`config.mk`:
```
export PLATFORM = sky130hd
export DESIGN_NAME = seq_mult_ctrl
export DESIGN_NICKNAME = d
export VERILOG_FILES = /design/src/rtl/seq_mult_ctrl.sv
export SDC_FILE = /design/constraint.sdc
export NUM_CORES = 1
export LEC_CHECK = 0
export CAP_MARGIN = 20
export CELL_PAD_IN_SITES_DETAIL_PLACEMENT = 1
export CELL_PAD_IN_SITES_GLOBAL_PLACEMENT = 1
export CORE_MARGIN = 2
export CORE_UTILIZATION = 41
export DETAILED_ROUTE_END_ITERATION = 10
export PLACE_DENSITY = 0.82
export SETUP_SLACK_MARGIN = 0.5
export SLEW_MARGIN = 5
export SYNTH_ARGS = -nofsm -noshare
export SYNTH_HDL_FRONTEND = slang
export SYNTH_SLANG_ARGS = --single-unit
```
`constraint.sdc`:
```
create_clock -name clk -period 10.6 [get_ports clk]
set_clock_uncertainty 0.15 [all_clocks]
set_input_delay 1.06 -clock clk [delete_from_list [all_inputs] [get_ports clk]]
set_output_delay 1.06 -clock clk [all_outputs]
set_load 0.02 [all_outputs]
```
`src/rtl/seq_mult_ctrl.sv`:
```
// Sequential shift-and-add unsigned multiplier with IDLE/CALC/DONE control FSM.
// One accumulator step per CALC cycle, so an operation takes exactly WIDTH cycles.

module half_adder (
  input  logic x_i,
  input  logic y_i,
  output logic s_o,
  output logic c_o
);
  assign s_o = x_i ^ y_i;
  assign c_o = x_i & y_i;
endmodule

module full_adder (
  input  logic x_i,
  input  logic y_i,
  input  logic c_i,
  output logic s_o,
  output logic c_o
);
  assign s_o = x_i ^ y_i ^ c_i;
  assign c_o = (x_i & y_i) | (c_i & (x_i ^ y_i));
endmodule

module seq_mult_ctrl #(
  parameter int WIDTH = 8
) (
  input  logic               clk,
  input  logic               rst,
  input  logic               start,
  input  logic [WIDTH-1:0]   a,
  input  logic [WIDTH-1:0]   b,
  output logic               ready,
  output logic               busy,
  output logic               done,
  output logic [2*WIDTH-1:0] product
);

  localparam int PW = 2 * WIDTH;
  localparam int CW = $clog2(WIDTH) + 1;
  localparam logic [CW-1:0] LAST_COUNT = CW'(WIDTH - 1);

  typedef enum logic [1:0] {
    IDLE = 2'd0,
    CALC = 2'd1,
    DONE = 2'd2
  } state_t;

  state_t          state_q;
  logic [WIDTH-1:0] a_q;
  logic [WIDTH-1:0] b_q;
  logic [PW-1:0]   acc_q;
  logic [CW-1:0]   count_q;
  logic [PW-1:0]   product_q;
  logic            ready_q;
  logic            busy_q;
  logic            done_q;

  logic [PW-1:0]   addend;
  logic [PW-1:0]   acc_sum;
  logic [PW-2:0]   carry;
  logic            carry_msb_unused;

  // Partial product for this step: the multiplicand aligned to the current multiplier bit.
  assign addend = b_q[0] ? ({{WIDTH{1'b0}}, a_q} << count_q) : '0;

  // Ripple-carry accumulator adder; the MSB carry-out cannot be set for legal operands.
  half_adder u_ha0 (
    .x_i (acc_q[0]),
    .y_i (addend[0]),
    .s_o (acc_sum[0]),
    .c_o (carry[0])
  );

  for (genvar i = 1; i < PW - 1; i++) begin : g_fa
    full_adder u_fa (
      .x_i (acc_q[i]),
      .y_i (addend[i]),
      .c_i (carry[i-1]),
      .s_o (acc_sum[i]),
      .c_o (carry[i])
    );
  end

  full_adder u_fa_msb (
    .x_i (acc_q[PW-1]),
    .y_i (addend[PW-1]),
    .c_i (carry[PW-2]),
    .s_o (acc_sum[PW-1]),
    .c_o (carry_msb_unused)
  );

  // Status flags are registered alongside the state, so each is a pure function of it.
  always_ff @(posedge clk) begin
    // NOTE: every register here is written with <= so all updates see pre-edge values.
    if (rst) begin
      state_q   <= IDLE;
      a_q       <= '0;
      b_q       <= '0;
      acc_q     <= '0;
      count_q   <= '0;
      product_q <= '0;
      ready_q   <= 1'b1;
      busy_q    <= 1'b0;
      done_q    <= 1'b0;
    end else begin
      case (state_q)
        IDLE: begin
          if (start) begin
            state_q <= CALC;
            a_q     <= a;
            b_q     <= b;
            acc_q   <= '0;
            count_q <= '0;
            ready_q <= 1'b0;
            busy_q  <= 1'b1;
            done_q  <= 1'b0;
          end
        end
        CALC: begin
          acc_q   <= acc_sum;
          b_q     <= b_q >> 1;
          count_q <= count_q + 1'b1;
          if (count_q == LAST_COUNT) begin
            state_q   <= DONE;
            product_q <= acc_sum;
            ready_q   <= 1'b0;
            busy_q    <= 1'b0;
            done_q    <= 1'b1;
          end
        end
        DONE: begin
          state_q <= IDLE;
          ready_q <= 1'b1;
          busy_q  <= 1'b0;
          done_q  <= 1'b0;
        end
        default: begin
          state_q <= IDLE;
          ready_q <= 1'b1;
          busy_q  <= 1'b0;
          done_q  <= 1'b0;
        end
      endcase
    end
  end

  assign ready   = ready_q;
  assign busy    = busy_q;
  assign done    = done_q;
  assign product = product_q;

endmodule

```
### Word-level counts from Yosys, hierarchy flattened

Cells that the tools add are included.

* shift-type cells: 1
* add/sub/neg operators: 1
* reduce and logical (&&, ||, !) cells: 6
* bitwise logic cells: 74
* multiplexer cells: 17
* equality and inequality tests: 4

Operator list (number)
* 16-bit 2-to-1 mux: 2
* 16-bit case mux with 2 select lines: 1
* 1-bit XOR: 31
* 1-bit bitwise AND: 29
* 8-bit case mux with 2 select lines: 1
* 8-bit by 4-bit << shifter with 16-bit output: 1
* 1-bit OR: 14
* 8-bit 2-to-1 mux: 1
* 4-bit case mux with 2 select lines: 1
* 2-bit AND reduction: 4
* 1-bit case mux with 2 select lines: 3
* 4-bit by 1-bit adder with 4-bit output, second input constant: 1
* 4-bit by 3-bit equality test with 1-bit output, second input constant: 1
* 1-bit 2-to-1 mux: 4
* 2-bit 2-to-1 mux: 2
* 4-bit 2-to-1 mux: 1
* 2-bit inequality test, second input constant: 2
* 2-bit case mux with 2 select lines: 1
* 2-bit by 1-bit equality test with 1-bit output, second input constant: 1
* 2-bit logical NOT: 1
* 2-bit nonzero test: 1

* input bits: 19
* register bits after elaboration: 57
* word-level logic and storage cells: 112
* output and inout port bits: 19

### Longest topological paths before layout

* depth in word-level cells: 33
* depth in mapped cells: 23
* gate-level depth less buffers: 21

### By module

From an unflattened synthesis, not the netlist that was laid out.

* cell total of the unflattened synthesis: 291
* area total of the unflattened synthesis: 2768.9 sq um

Modules (own cells, without submodules)
* seq_mult_ctrl: seq. area each 1101.1 sq um, area an instance 2456.1 sq um, cells each 275, instances 1
* full_adder: seq. area each 0.0 sq um, area an instance 20.0 sq um, cells each 1, instances 15
* half_adder: seq. area each 0.0 sq um, area an instance 12.5 sq um, cells each 1, instances 1

### Worst setup path before layout

OpenSTA, ideal clock, no wires.

* kind: reg-to-reg
* from: register count_q[0]
* to: register acc_q[15]
* path buffers: 2
* clock period less this slack: 7.930 ns
* setup slack: 2.670 ns
* data arrival time: 7.665 ns
* stages on the path, launching flop included: 24
* data required time: 10.334 ns
* setup time: 0.116 ns
* cells stage by stage: dfxtp_1 buf_2 buf_1 nor2_1 nand2_1 nor2_1 ha_1 fa_1 fa_1 fa_1 fa_1 fa_1 fa_1 fa_1 fa_1 fa_1 fa_1 fa_1 fa_1 fa_1 fa_1 xnor2_1 or3_1 a31o_1

* word-level cells in the longest chain between the ends: 33
* elaborated cells between the ends (all ways): 62
* classes of those cells: shift (1); mux (2); bitwise (59)

Ends and longest elaborated chain
* from (decl): RTL line 53 `logic [CW-1:0] count_q;`
* from (signal assigned): RTL line 123 `count_q <= count_q + 1'b1;`
* 8-bit by 4-bit << shifter with 16-bit output (*): RTL line 65 `assign addend = b_q[0] ? ({{WIDTH{1'b0}}, a_q} << count_q) : '0;`
* 16-bit 2-to-1 mux (*): RTL line 65
* 1-bit bitwise AND or 1-bit XOR (tied branches): RTL line 11, 22
* 1-bit bitwise AND: RTL line 22 `assign c_o = (x_i & y_i) | (c_i & (x_i ^ y_i));`
* 1-bit OR: RTL line 22
* 1-bit bitwise AND: RTL line 22
* 1-bit OR: RTL line 22
* 1-bit bitwise AND: RTL line 22
* (+17 left out)
* 1-bit bitwise AND: RTL line 22
* 1-bit OR: RTL line 22
* 1-bit bitwise AND: RTL line 22
* 1-bit OR: RTL line 22
* 1-bit bitwise AND: RTL line 22
* 1-bit OR: RTL line 22
* 1-bit XOR (*): RTL line 21 `assign s_o = x_i ^ y_i ^ c_i;`
* 16-bit case mux with 2 select lines (*): RTL line 107 `case (state_q)`
* to (signal assigned): RTL line 121 `acc_q <= acc_sum;`
* to (decl): RTL line 52 `logic [PW-1:0] acc_q;`

Every way passes the cells marked *; elsewhere a longest branch is shown, timed or not.
A chain may end at the register's enable or synchronous reset.

### Worst setup path in the final report

Same ends and word-level chain as after synthesis.

==> results.cfg <==
[floorplan]
dieHeight_um = 87.0
initial_core_util = 0.420
row_count = 30
die_area_um2 = 7570
core-area_um2 = 6720
pin_count = 38
die_x_um = 87.0

[synth]
ys_ff_latch = 55
syn_nets = 377
synth_edf_count = 0
avgSynthCellArea_um2 = 8.26
yosysWarnings = 0
ys_top_cells_by_area = dfxtp_1 39%, nand2_1 11%, fa_1 9.9%, a21oi_1 7.8%, nand3_1 4.1%
synth_top_area_share = 0.390
synthDistinctLibCells = 36
synth_top_area_cell = dfxtp_1
ys_dominant_reg_cell = dfxtp_1
syn_inst = 342
ys_seq_area_frac = 0.390
syn_area_um2 = 2820
async_reset_ff_frac = 0

[timing]
tns_ps = 0
fin_crit_sh = 0.773
drv_slew = 0
fin_ws_ps = 2410
grt_setup_unrepaired = false
period_needed_ps = 8190
max_freq_mhz = 122
hold_viol_final = 0
slew_headroom = 0.330
setup_viol_count_final = 0
worstMarginPinSlew_ps = 1010

[worst_setup_path]
worst-path-stages = 20
worst-endpoint-required_ps = 10660
slowest_delay_ps = 770
crit_path_cell_trace = mux2i_1 -> or2_2 -> nor2_1 -> fa_1 -> fa_1 -> fa_1 -> fa_1 -> fa_1 -> fa_1 -> fa_1 -> fa_1 -> fa_1 -> fa_1 -> fa_1 -> fa_1 -> fa_1 -> fa_1 -> xnor2_1 -> or3_1 -> a31o_1
endpoint_kind = register
rr_worst_depth = 20
arrival_ps = 8250
critPathBufInv = 0
crit_top_cell = fa_1
critPathSlowestCell = dfxtp_1
path_max_fanout = 18
worstSetupStartpointType = register
worstSetupPathType = reg2reg
path_delay_family = adder cells

[global_route]
grtUsageMet1 = 0.262
met3_usage = 0.0313
grt_overflow = 0
grt_usage = 0.193
grt_pass1_wl_um = 11600
first_global_vias = 2389
grt_max_degree = 57
grt_use_met2 = 0.326
gr-max-usage-layer = met2
antenna_found_initial = 0

[routing]
drt-pass1-iter-count = 4
ant_nets = 0
drtIter0Drc = 128
drc = 0
num_vias = 2423
wirelength_um = 6930
viasPerCell = 5.49
routedWlPerCell_um = 15.7

[hold_path]
worstHoldPathCells = 2
hp-class = reg2reg

[final_layout]
final_cell_mix = 86 x nand2_1, 55 x dfxtp_1, 44 x a21oi_1
fill_cells = 801
layout.nets = 396
final_common_cell = nand2_1
num_antenna_cells = 0
final_util = 0.492
drive_above_1_share = 0.0554
area_growth_pct = 17.1
final_cell_area_um2 = 3310

[clock_tree]
clk_latency_ps = 310
cts_max_level = 2
ctsHoldBuffers = 0
ctsResizeCount = 0
post_cts_buffers = 0
cts_root_buf = clkbuf_8
cts.reportedPaths.clkPinSlew_ps = 90
cts.path.max_buffers = 2
cts-buffers-inserted = 5
cts_sinks = 55
cts_tree = built

[flow_run]
cap_viol_max_count = 0

[power_and_ir_drop]
power.leakage_nw = 1.17
powerDensity_nw_per_um2 = 122
peakVddDrop_uv = 55.4

[status]
outcome = completed

[place]
dpl.hpwl_um = 4990
dp_slack_ps = 2340
place_area_um2 = 3200
port_buffers = 37
place.gp.congestion = 0.850
stage by stage:
stage | hold WS [ps] | power, mW | std cells
3_3_place_gp | 293 | 0.271 | 433
4_1_cts | 310 | 0.408 | 441
3_5_place_dp | 296 | 0.272 | 434
2_1_floorplan | 298 | 0.255 | 342
6_report | 305 | 0.403 | 441
5_1_grt | 324 | 0.421 | 441
where the power goes:
group	switching [mW]	internal [mW]
Combinational	0.0267	0.0197
Sequential	0.00789	0.213
Clock	0.0671	0.0694
Total	0.102	0.302
synth_stat cells (3+ instances only):
master / number
nand3_1: 23
clkbuf_1: 21
nand3b_1: 3
o21a_1: 4
fa_1: 14
a21oi_1: 44
o22ai_1: 3
nand2_1: 86
nand2b_1: 4
mux2i_1: 7
nor2_1: 26
a311oi_1: 7
mux4_2: 3
o21ai_0: 5
buf_1: 4
nor3_1: 4
dfxtp_1: 55
mux2_2: 3
tightest hold or removal path: cells and delay by family (launching register included):
family,cells,cell delay (ps)
AND/OR/NAND/NOR,1,50
AO/OA/AOI/OAI,1,50
flip-flops,1,320
layout make-up:
cell class                      count  area [um2]  area share
Clock buffer                        6        72.6      0.0219
Clock inverter                      1        30.0     0.00908
Inverter                            1        3.75     0.00114
Multi-Input combinational cell    258        1610       0.487
Sequential cell                    55        1100       0.333
Tap cell                           80         100      0.0303
Timing Repair Buffer               40         388       0.117
worst paths after layout:
check                     startpoint                      end  slack, ps
max          count_q[0]$_SDFFE_PP0P_   acc_q[15]$_SDFFE_PP0P_       2410
min          product[4]$_SDFFE_PP0P_  product[4]$_SDFFE_PP0P_        310
max reg2reg  count_q[0]$_SDFFE_PP0P_   acc_q[15]$_SDFFE_PP0P_       2410
min reg2reg  product[4]$_SDFFE_PP0P_  product[4]$_SDFFE_PP0P_        310
registers in the layout, indices dropped and copies added (netlist names):
signal and cells:
ready 1, acc_q 16, b_q 8, product 16
count_q 4, busy 1, a_q 8, done 1
layer usage:
layer	wire, um	part of all wire
met5	0	0
met2	3370	0.49
met4	43	0.0062
met3	182	0.026
met1	3340	0.48
cell families (layout without fill, tap and decap cells):
group                      count (synthesis)  after routing  share of synthesized area
AOI/OAI and AO/OA                         69             69                      0.145
xor gates and xnor gates                   2              2                    0.00620
adders and majority gates                 16             16                      0.108
buffers and inverters                     29             48                     0.0421
DFF                                       55             55                      0.390
muxes                                     14             14                     0.0700
and+or+nand+nor                          157            157                      0.239
(Power assumes the default switching activity.)
